File: config.mk
export PLATFORM = sky130hd
export DESIGN_NAME = tc_alu_issue_flat
export DESIGN_NICKNAME = d
export VERILOG_FILES = /design/src/rtl/tc_alu_issue_pkg.sv /design/src/rtl/tc_alu_issue_if.sv /design/src/rtl/tc_alu_issue_cmd_fifo.sv /design/src/rtl/tc_alu_issue.sv /design/src/flat_wrapper.sv
export SDC_FILE = /design/constraint.sdc
export NUM_CORES = 1
export LEC_CHECK = 0
export BUFFER_PORTS_ARGS = -buffer_cell sky130_fd_sc_hd__clkbuf_2
export CORE_ASPECT_RATIO = 0.75
export CORE_MARGIN = 2
export CORE_UTILIZATION = 40
export DETAILED_ROUTE_END_ITERATION = 10
export PLACE_DENSITY = 0.6
export SKIP_LAST_GASP = 1
export SLEW_MARGIN = 10
export SYNTH_ARGS = -nofsm -noshare
export SYNTH_HDL_FRONTEND = slang
export SYNTH_SLANG_ARGS = --single-unit
export TNS_END_PERCENT = 30
File: constraint.sdc
create_clock -name clk -period 6 [get_ports clk]
set_input_delay 1.5 -clock clk [delete_from_list [all_inputs] [get_ports clk]]
set_output_delay 1.5 -clock clk [all_outputs]
set_load 0.01 [all_outputs]
File: src/rtl/tc_alu_issue_pkg.sv
// Shared types and constants for the TC ALU issue/retire sequencer.
package tc_alu_pkg;

  localparam int   TC_OP_W    = 8;
  localparam int   TC_RES_W   = 16;
  localparam logic TC_SEL_ADD = 1'b0;
  localparam logic TC_SEL_MUL = 1'b1;

  typedef enum logic [1:0] {
    IDLE,
    DRIVE,
    HOLD
  } tc_alu_state_t;

  typedef struct packed {
    logic [TC_OP_W-1:0] a;
    logic [TC_OP_W-1:0] b;
    logic               sel;
  } tc_alu_cmd_t;

endpackage

File: src/rtl/tc_alu_issue_if.sv
// Command-in / result-out stream bundle of the TC ALU issue stage.
interface tc_alu_issue_if;
  import tc_alu_pkg::*;

  logic                in_valid;
  logic                in_ready;
  logic [TC_OP_W-1:0]  in_a;
  logic [TC_OP_W-1:0]  in_b;
  logic                in_sel;
  logic                out_valid;
  logic                out_ready;
  logic [TC_RES_W-1:0] out_y;
  logic                out_sel;

  // master is the environment (command producer and result consumer).
  modport master (
    output in_valid, in_a, in_b, in_sel, out_ready,
    input  in_ready, out_valid, out_y, out_sel
  );

  modport slave (
    input  in_valid, in_a, in_b, in_sel, out_ready,
    output in_ready, out_valid, out_y, out_sel
  );

endinterface

File: src/rtl/tc_alu_issue_cmd_fifo.sv
// Synchronous command FIFO; the head entry is visible on pop_data without a read latency.
module tc_alu_cmd_fifo
  import tc_alu_pkg::*;
#(
  parameter int DEPTH = 4
) (
  input  logic                         clk,
  input  logic                         rst,
  input  logic                         push,
  input  tc_alu_cmd_t                  push_data,
  input  logic                         pop,
  output tc_alu_cmd_t                  pop_data,
  output logic                         full,
  output logic                         empty,
  output logic [$clog2(DEPTH+1)-1:0]   count
);

  localparam int PTR_W = $clog2(DEPTH);
  localparam int CNT_W = $clog2(DEPTH+1);

  tc_alu_cmd_t       mem [DEPTH];
  logic [PTR_W-1:0]  wr_ptr;
  logic [PTR_W-1:0]  rd_ptr;
  logic              do_push;
  logic              do_pop;

  assign full     = (count == CNT_W'(DEPTH));
  assign empty    = (count == '0);
  assign do_push  = push && !full;
  assign do_pop   = pop && !empty;
  assign pop_data = mem[rd_ptr];

  always_ff @(posedge clk) begin
    if (do_push) begin
      mem[wr_ptr] <= push_data;
    end
  end

  // Pointers are exactly log2(DEPTH) wide so they wrap on their own.
  always_ff @(posedge clk) begin
    if (rst) begin
      wr_ptr <= '0;
      rd_ptr <= '0;
      count  <= '0;
    end else begin
      if (do_push) begin
        wr_ptr <= wr_ptr + PTR_W'(1);
      end
      if (do_pop) begin
        rd_ptr <= rd_ptr + PTR_W'(1);
      end
      case ({do_push, do_pop})
        2'b10:   count <= count + CNT_W'(1);
        2'b01:   count <= count - CNT_W'(1);
        default: count <= count;
      endcase
    end
  end

endmodule

File: src/rtl/tc_alu_issue.sv
// Issue/retire sequencer wrapping the combinational TC ALU as a flow-controlled stage:
// buffers commands, drives operands for SETTLE cycles, then holds the captured result.
module tc_alu_issue
  import tc_alu_pkg::*;
#(
  parameter int DEPTH  = 4,
  parameter int SETTLE = 1
) (
  input  logic                        clk,
  input  logic                        rst,
  tc_alu_issue_if.slave               bus,
  output logic [TC_OP_W-1:0]          alu_a,
  output logic [TC_OP_W-1:0]          alu_b,
  output logic                        alu_sel,
  input  logic [TC_RES_W-1:0]         alu_y,
  output logic [$clog2(DEPTH+1)-1:0]  fifo_count
);

  if (SETTLE < 1) begin : g_settle_check
    $error("tc_alu_issue: SETTLE must be at least 1");
  end
  if ((DEPTH < 2) || ((DEPTH & (DEPTH - 1)) != 0)) begin : g_depth_check
    $error("tc_alu_issue: DEPTH must be a power of two, at least 2");
  end

  localparam int                CNT_W       = (SETTLE > 1) ? $clog2(SETTLE) : 1;
  localparam logic [CNT_W-1:0]  SETTLE_LAST = CNT_W'(SETTLE - 1);

  tc_alu_state_t     state;
  logic [CNT_W-1:0]  cnt;
  tc_alu_cmd_t       cmd_in;
  tc_alu_cmd_t       head;
  logic              fifo_full;
  logic              fifo_empty;
  logic              push_req;
  logic              pop_req;
  logic              handshake;

  assign cmd_in.a     = bus.in_a;
  assign cmd_in.b     = bus.in_b;
  assign cmd_in.sel   = bus.in_sel;
  assign bus.in_ready = !fifo_full;
  assign push_req     = bus.in_valid && !fifo_full;
  assign handshake    = bus.out_valid && bus.out_ready;
  assign pop_req      = !fifo_empty && ((state == IDLE) || ((state == HOLD) && handshake));

  tc_alu_cmd_fifo #(
    .DEPTH (DEPTH)
  ) u_fifo (
    .clk       (clk),
    .rst       (rst),
    .push      (push_req),
    .push_data (cmd_in),
    .pop       (pop_req),
    .pop_data  (head),
    .full      (fifo_full),
    .empty     (fifo_empty),
    .count     (fifo_count)
  );

  // Operands only move on a pop, so the ALU sees them stable for the whole settle window.
  always_ff @(posedge clk) begin
    if (rst) begin
      state         <= IDLE;
      cnt           <= '0;
      alu_a         <= '0;
      alu_b         <= '0;
      alu_sel       <= TC_SEL_ADD;
      bus.out_valid <= 1'b0;
      bus.out_y     <= '0;
      bus.out_sel   <= TC_SEL_ADD;
    end else begin
      case (state)
        IDLE: begin
          if (pop_req) begin
            alu_a   <= head.a;
            alu_b   <= head.b;
            alu_sel <= head.sel;
            cnt     <= SETTLE_LAST;
            state   <= DRIVE;
          end
        end
        DRIVE: begin
          if (cnt != '0) begin
            cnt <= cnt - CNT_W'(1);
          end else begin
            bus.out_y     <= alu_y;
            bus.out_sel   <= alu_sel;
            bus.out_valid <= 1'b1;
            state         <= HOLD;
          end
        end
        HOLD: begin
          if (handshake) begin
            bus.out_valid <= 1'b0;
            if (pop_req) begin
              alu_a   <= head.a;
              alu_b   <= head.b;
              alu_sel <= head.sel;
              cnt     <= SETTLE_LAST;
              state   <= DRIVE;
            end else begin
              state <= IDLE;
            end
          end
        end
        default: state <= IDLE;
      endcase
    end
  end

endmodule

File: src/flat_wrapper.sv
// flat-port wrapper written by rule: the top's interface ports become plain ports
module tc_alu_issue_flat import tc_alu_pkg::*;
#(
  parameter int DEPTH  = 4,
  parameter int SETTLE = 1
)
  (clk, rst, alu_a, alu_b, alu_sel, alu_y, fifo_count, bus_in_valid, bus_in_a, bus_in_b, bus_in_sel, bus_out_ready, bus_in_ready, bus_out_valid, bus_out_y, bus_out_sel);
  tc_alu_issue_if bus_i ();
  input  logic clk;
  input  logic rst;
  output logic [TC_OP_W-1:0] alu_a;
  output logic [TC_OP_W-1:0] alu_b;
  output logic alu_sel;
  input  logic [TC_RES_W-1:0] alu_y;
  output logic [$clog2(DEPTH+1)-1:0] fifo_count;
  input wire logic [$bits(bus_i.in_valid)-1:0] bus_in_valid;
  input wire logic [$bits(bus_i.in_a)-1:0] bus_in_a;
  input wire logic [$bits(bus_i.in_b)-1:0] bus_in_b;
  input wire logic [$bits(bus_i.in_sel)-1:0] bus_in_sel;
  input wire logic [$bits(bus_i.out_ready)-1:0] bus_out_ready;
  output wire logic [$bits(bus_i.in_ready)-1:0] bus_in_ready;
  output wire logic [$bits(bus_i.out_valid)-1:0] bus_out_valid;
  output wire logic [$bits(bus_i.out_y)-1:0] bus_out_y;
  output wire logic [$bits(bus_i.out_sel)-1:0] bus_out_sel;
  assign bus_i.in_valid = bus_in_valid;
  assign bus_i.in_a = bus_in_a;
  assign bus_i.in_b = bus_in_b;
  assign bus_i.in_sel = bus_in_sel;
  assign bus_i.out_ready = bus_out_ready;
  assign bus_in_ready = bus_i.in_ready;
  assign bus_out_valid = bus_i.out_valid;
  assign bus_out_y = bus_i.out_y;
  assign bus_out_sel = bus_i.out_sel;
  tc_alu_issue #(.DEPTH(DEPTH), .SETTLE(SETTLE)) u_core (.clk(clk), .rst(rst), .bus(bus_i), .alu_a(alu_a), .alu_b(alu_b), .alu_sel(alu_sel), .alu_y(alu_y), .fifo_count(fifo_count));
endmodule
==> summary.txt <==
Outcome
  – Status: finished, final reports clean

Synthesis
  – FFs w/ async S/R, synth: 0
  – Synthesized Nets: about 360
  – Synth Register Bits: 114
  – Top_reg_cell synth: edfxtp_1
  – Post-Syn Area: between 4000 and 5000 µm²
  – Sequential element share of the synthesized area: 0.672
  – Post-synth EDFFs: 68
  – Mapped Avg Cell Area: about 14 µm²
  – Cell variety after synth: 34
  – Synth Warn #: 0
  – Syn Inst Count: 315

Worst setup path
  – CP Max Fanout: 22
  – Worst path required time: 6310 ps
  – CP Data Arrival Time: 3550 ps
  – Crit. End Element: flip-flop
  – Startpoint class of the critical path: input port
  – CP Class: input port to flip-flop

Placed design
  – Placed Area: roughly 4800 µm²
  – Placed instance count: 505
  – Hpwl dp: 5590 µm
  – Setup WS pre-CTS: 2350 ps
  – GPL Wtd Cong: 0.711
  – Buffers on Ports: 75

Floorplanning
  – Die W: 125 µm
  – Row count: 33
  – Die footprint: 11900 µm²
  – Top-level port count: 76
  – Core Area: 10800 µm²
  – Die Y: about 95 µm
  – Initial Utilization: 0.408

Timing
  – Crit path time final: 3230 ps
  – Final Setup Violations: 0
  – Setup TNS: 0 ps
  – Setup WS post-layout: between 2000 and 3000 ps
  – Worst-margin pin slew: about 1100 ps
  – Final Hold Fails: 0
  – Max Clock Freq: 0.309 GHz
  – Final period utilization: 0.539
  – Slew HR: 0.272
  – Clk_skew: 8.30 ps
  – Slew Viols, Final: 0
  – RSZ-0062 raised after global routing: false

Final layout
  – Most common cell after layout, fill and taps aside: clkbuf_2
  – Fillcell total: 950
  – Final std cells w/o fill: 537
  – Area occupied by multi-input gates: 1280 µm²
  – FF/Latch Area: 2960 µm²
  – Layout cells sized above 1: 0.297
  – Most frequent cells in the layout: clkbuf_2, edfxtp_1, dfxtp_1
  – Finished Cell Area: 5390 µm²
  – Nets@finish: 427
  – Area growth from synthesis to layout: 22.3%
  – Diodes inserted: 0

Routing
  – Antenna viol nets, final: 0
  – Via count: 2766
  – Pre-antenna DRT Iters: 5
  – DRT iter0 DRCs: 227
  – WL/cell: 17.0 µm
  – DRC: 0
  – Vias per inst: 5.15
  – Overall routed net length: ~9200 µm

Clock tree
  – Cts repair resizes: 0
  – H-Tree Depth: 4
  – CTS tree: built
  – Clk root buf: clkbuf_16
  – TritonCTS Sinks: 114
  – Clock Latency Late Sink: 400 ps
  – CTS Buf Count: 17
  – Postcts setup bufs: 0
  – Hold buffer count at cts: 0
  – Clock transition at path regs: 60 ps
  – Clock buffer depth: 2

Pwr
  – Logic pwr share: 0.243
  – VDD IR max: 229 µV
  – Clk network pwr share: 0.347
  – P_leak: ~2.0 nW
  – Net Sw Frac: 0.310
  – Pint: roughly 0.0019 W
  – Pwr dens: 501 nW/µm²
  – Post-layout power: 0.00270 W
  – P_sw: 0.000837 W
  – Seq pwr share: 0.410

Global routing
  – First-pass GRT wire length: 14200 µm
  – Total grt overflow: 0
  – GR Util All Layers: 0.160
  – Largest net degree at the start of global routing: 47
  – Initial antenna violation count: 0
  – Vias in the first global route: 2714

Run
  – Max Cap Viol: 0

Min path
  – Hold crit path type: flip-flop to flip-flop
power groups by stage:
stage | combinational (W) | sequential, W | clock [W]
CTS | 0.000665 | 0.00111 | 0.000957
global placement | 0.000650 | 0.00112 | 0
detailed placement | 0.000663 | 0.00113 | 0
finish | 0.000656 | 0.00111 | 0.000938
global route | 0.000724 | 0.00113 | 0.000992
floorplan | 0.000492 | 0.00109 | 0
logic make-up (layout without fill, tap and decap cells):
| logic type | Yosys count | after routing | synth area share |
|---|---|---|---|
| AOI/OAI and AO/OA | 66 | 66 | 0.0885 |
| xor gates and xnor gates | 2 | 2 | 0.00397 |
| adders and majority gates | 6 | 6 | 0.0187 |
| buffers and inverters | 34 | 116 | 0.0389 |
| DFF | 114 | 114 | 0.672 |
| muxes | 18 | 18 | 0.0953 |
| and+or+nand+nor | 75 | 75 | 0.0828 |
area by class of cell:
type                    instances  area share
multi-input cells             167       0.238
well taps                     140      0.0325
repair buffers                 77      0.0724
clock buffers                  21      0.0817
flip-flops and latches        114       0.549
clock inverters                11      0.0211
inverters                       7     0.00487
synth_stat cells, types with 5 or more instances:
| master | number | area share |
|---|---|---|
| inv_1 | 6 | 0.0051 |
| dfxtp_1 | 46 | 0.21 |
| nand4_1 | 18 | 0.026 |
| edfxtp_1 | 68 | 0.46 |
| a21oi_1 | 41 | 0.047 |
| o31ai_1 | 18 | 0.031 |
| ha_1 | 5 | 0.014 |
| mux4_2 | 10 | 0.051 |
| buf_2 | 16 | 0.018 |
| mux4_1 | 7 | 0.042 |
| clkbuf_1 | 8 | 0.0068 |
| nand2_1 | 36 | 0.031 |
| nor2_1 | 5 | 0.0043 |
path summary, 6_finish.rpt:
check,startpoint,to,slack (ps),depth (start not counted)
setup / recovery,bus_out_ready,u_core.u_fifo.count[2],2770,9
hold / removal,u_core.bus.out_y[10],u_core.bus.out_y[10],450,2
setup reg to reg,u_core.state[0],u_core.u_fifo.rd_ptr[1],3550,3
hold reg to reg,u_core.bus.out_y[10],u_core.bus.out_y[10],450,2
through the flow:
step | utilization | hold slack, ps
floorplan | - | 457
global placement | 0.447 | 441
detailed placement | 0.447 | 447
CTS | 0.499 | 455
global route | 0.499 | 473
finish | 0.499 | 453
critical path: stages:
cell	delay [ps]
clkbuf_2	110
a21boi_2	810
nor3_1	90
ha_1	260
inv_1	70
fa_1	170
xor2_1	70
or3_1	300
a21oi_1	160
sequential cells by signal (all words and copies together), names as in the netlist, named ones only:
register	flops
u_core.u_fifo.wr_ptr	2
u_core.alu_a	8
u_core.u_fifo.count	3
u_core.alu_sel	1
u_core.alu_b	8
u_core.bus.out_valid	1
u_core.bus.out_sel	1
u_core.u_fifo.mem	68
u_core.state	2
u_core.u_fifo.rd_ptr	2
u_core.bus.out_y	16
metal layers:
metal | vias to the layer above | global-route usage | part of all wire
met1 | 1338 | 0.207 | 0.47
met4 | 0 | 0.0630 | 0.0046
met2 | 85 | 0.249 | 0.46
met5 | - | 0 | 0
li1 | 1339 | - | -
met3 | 4 | 0.0567 | 0.058
(Power assumes the default switching activity.)
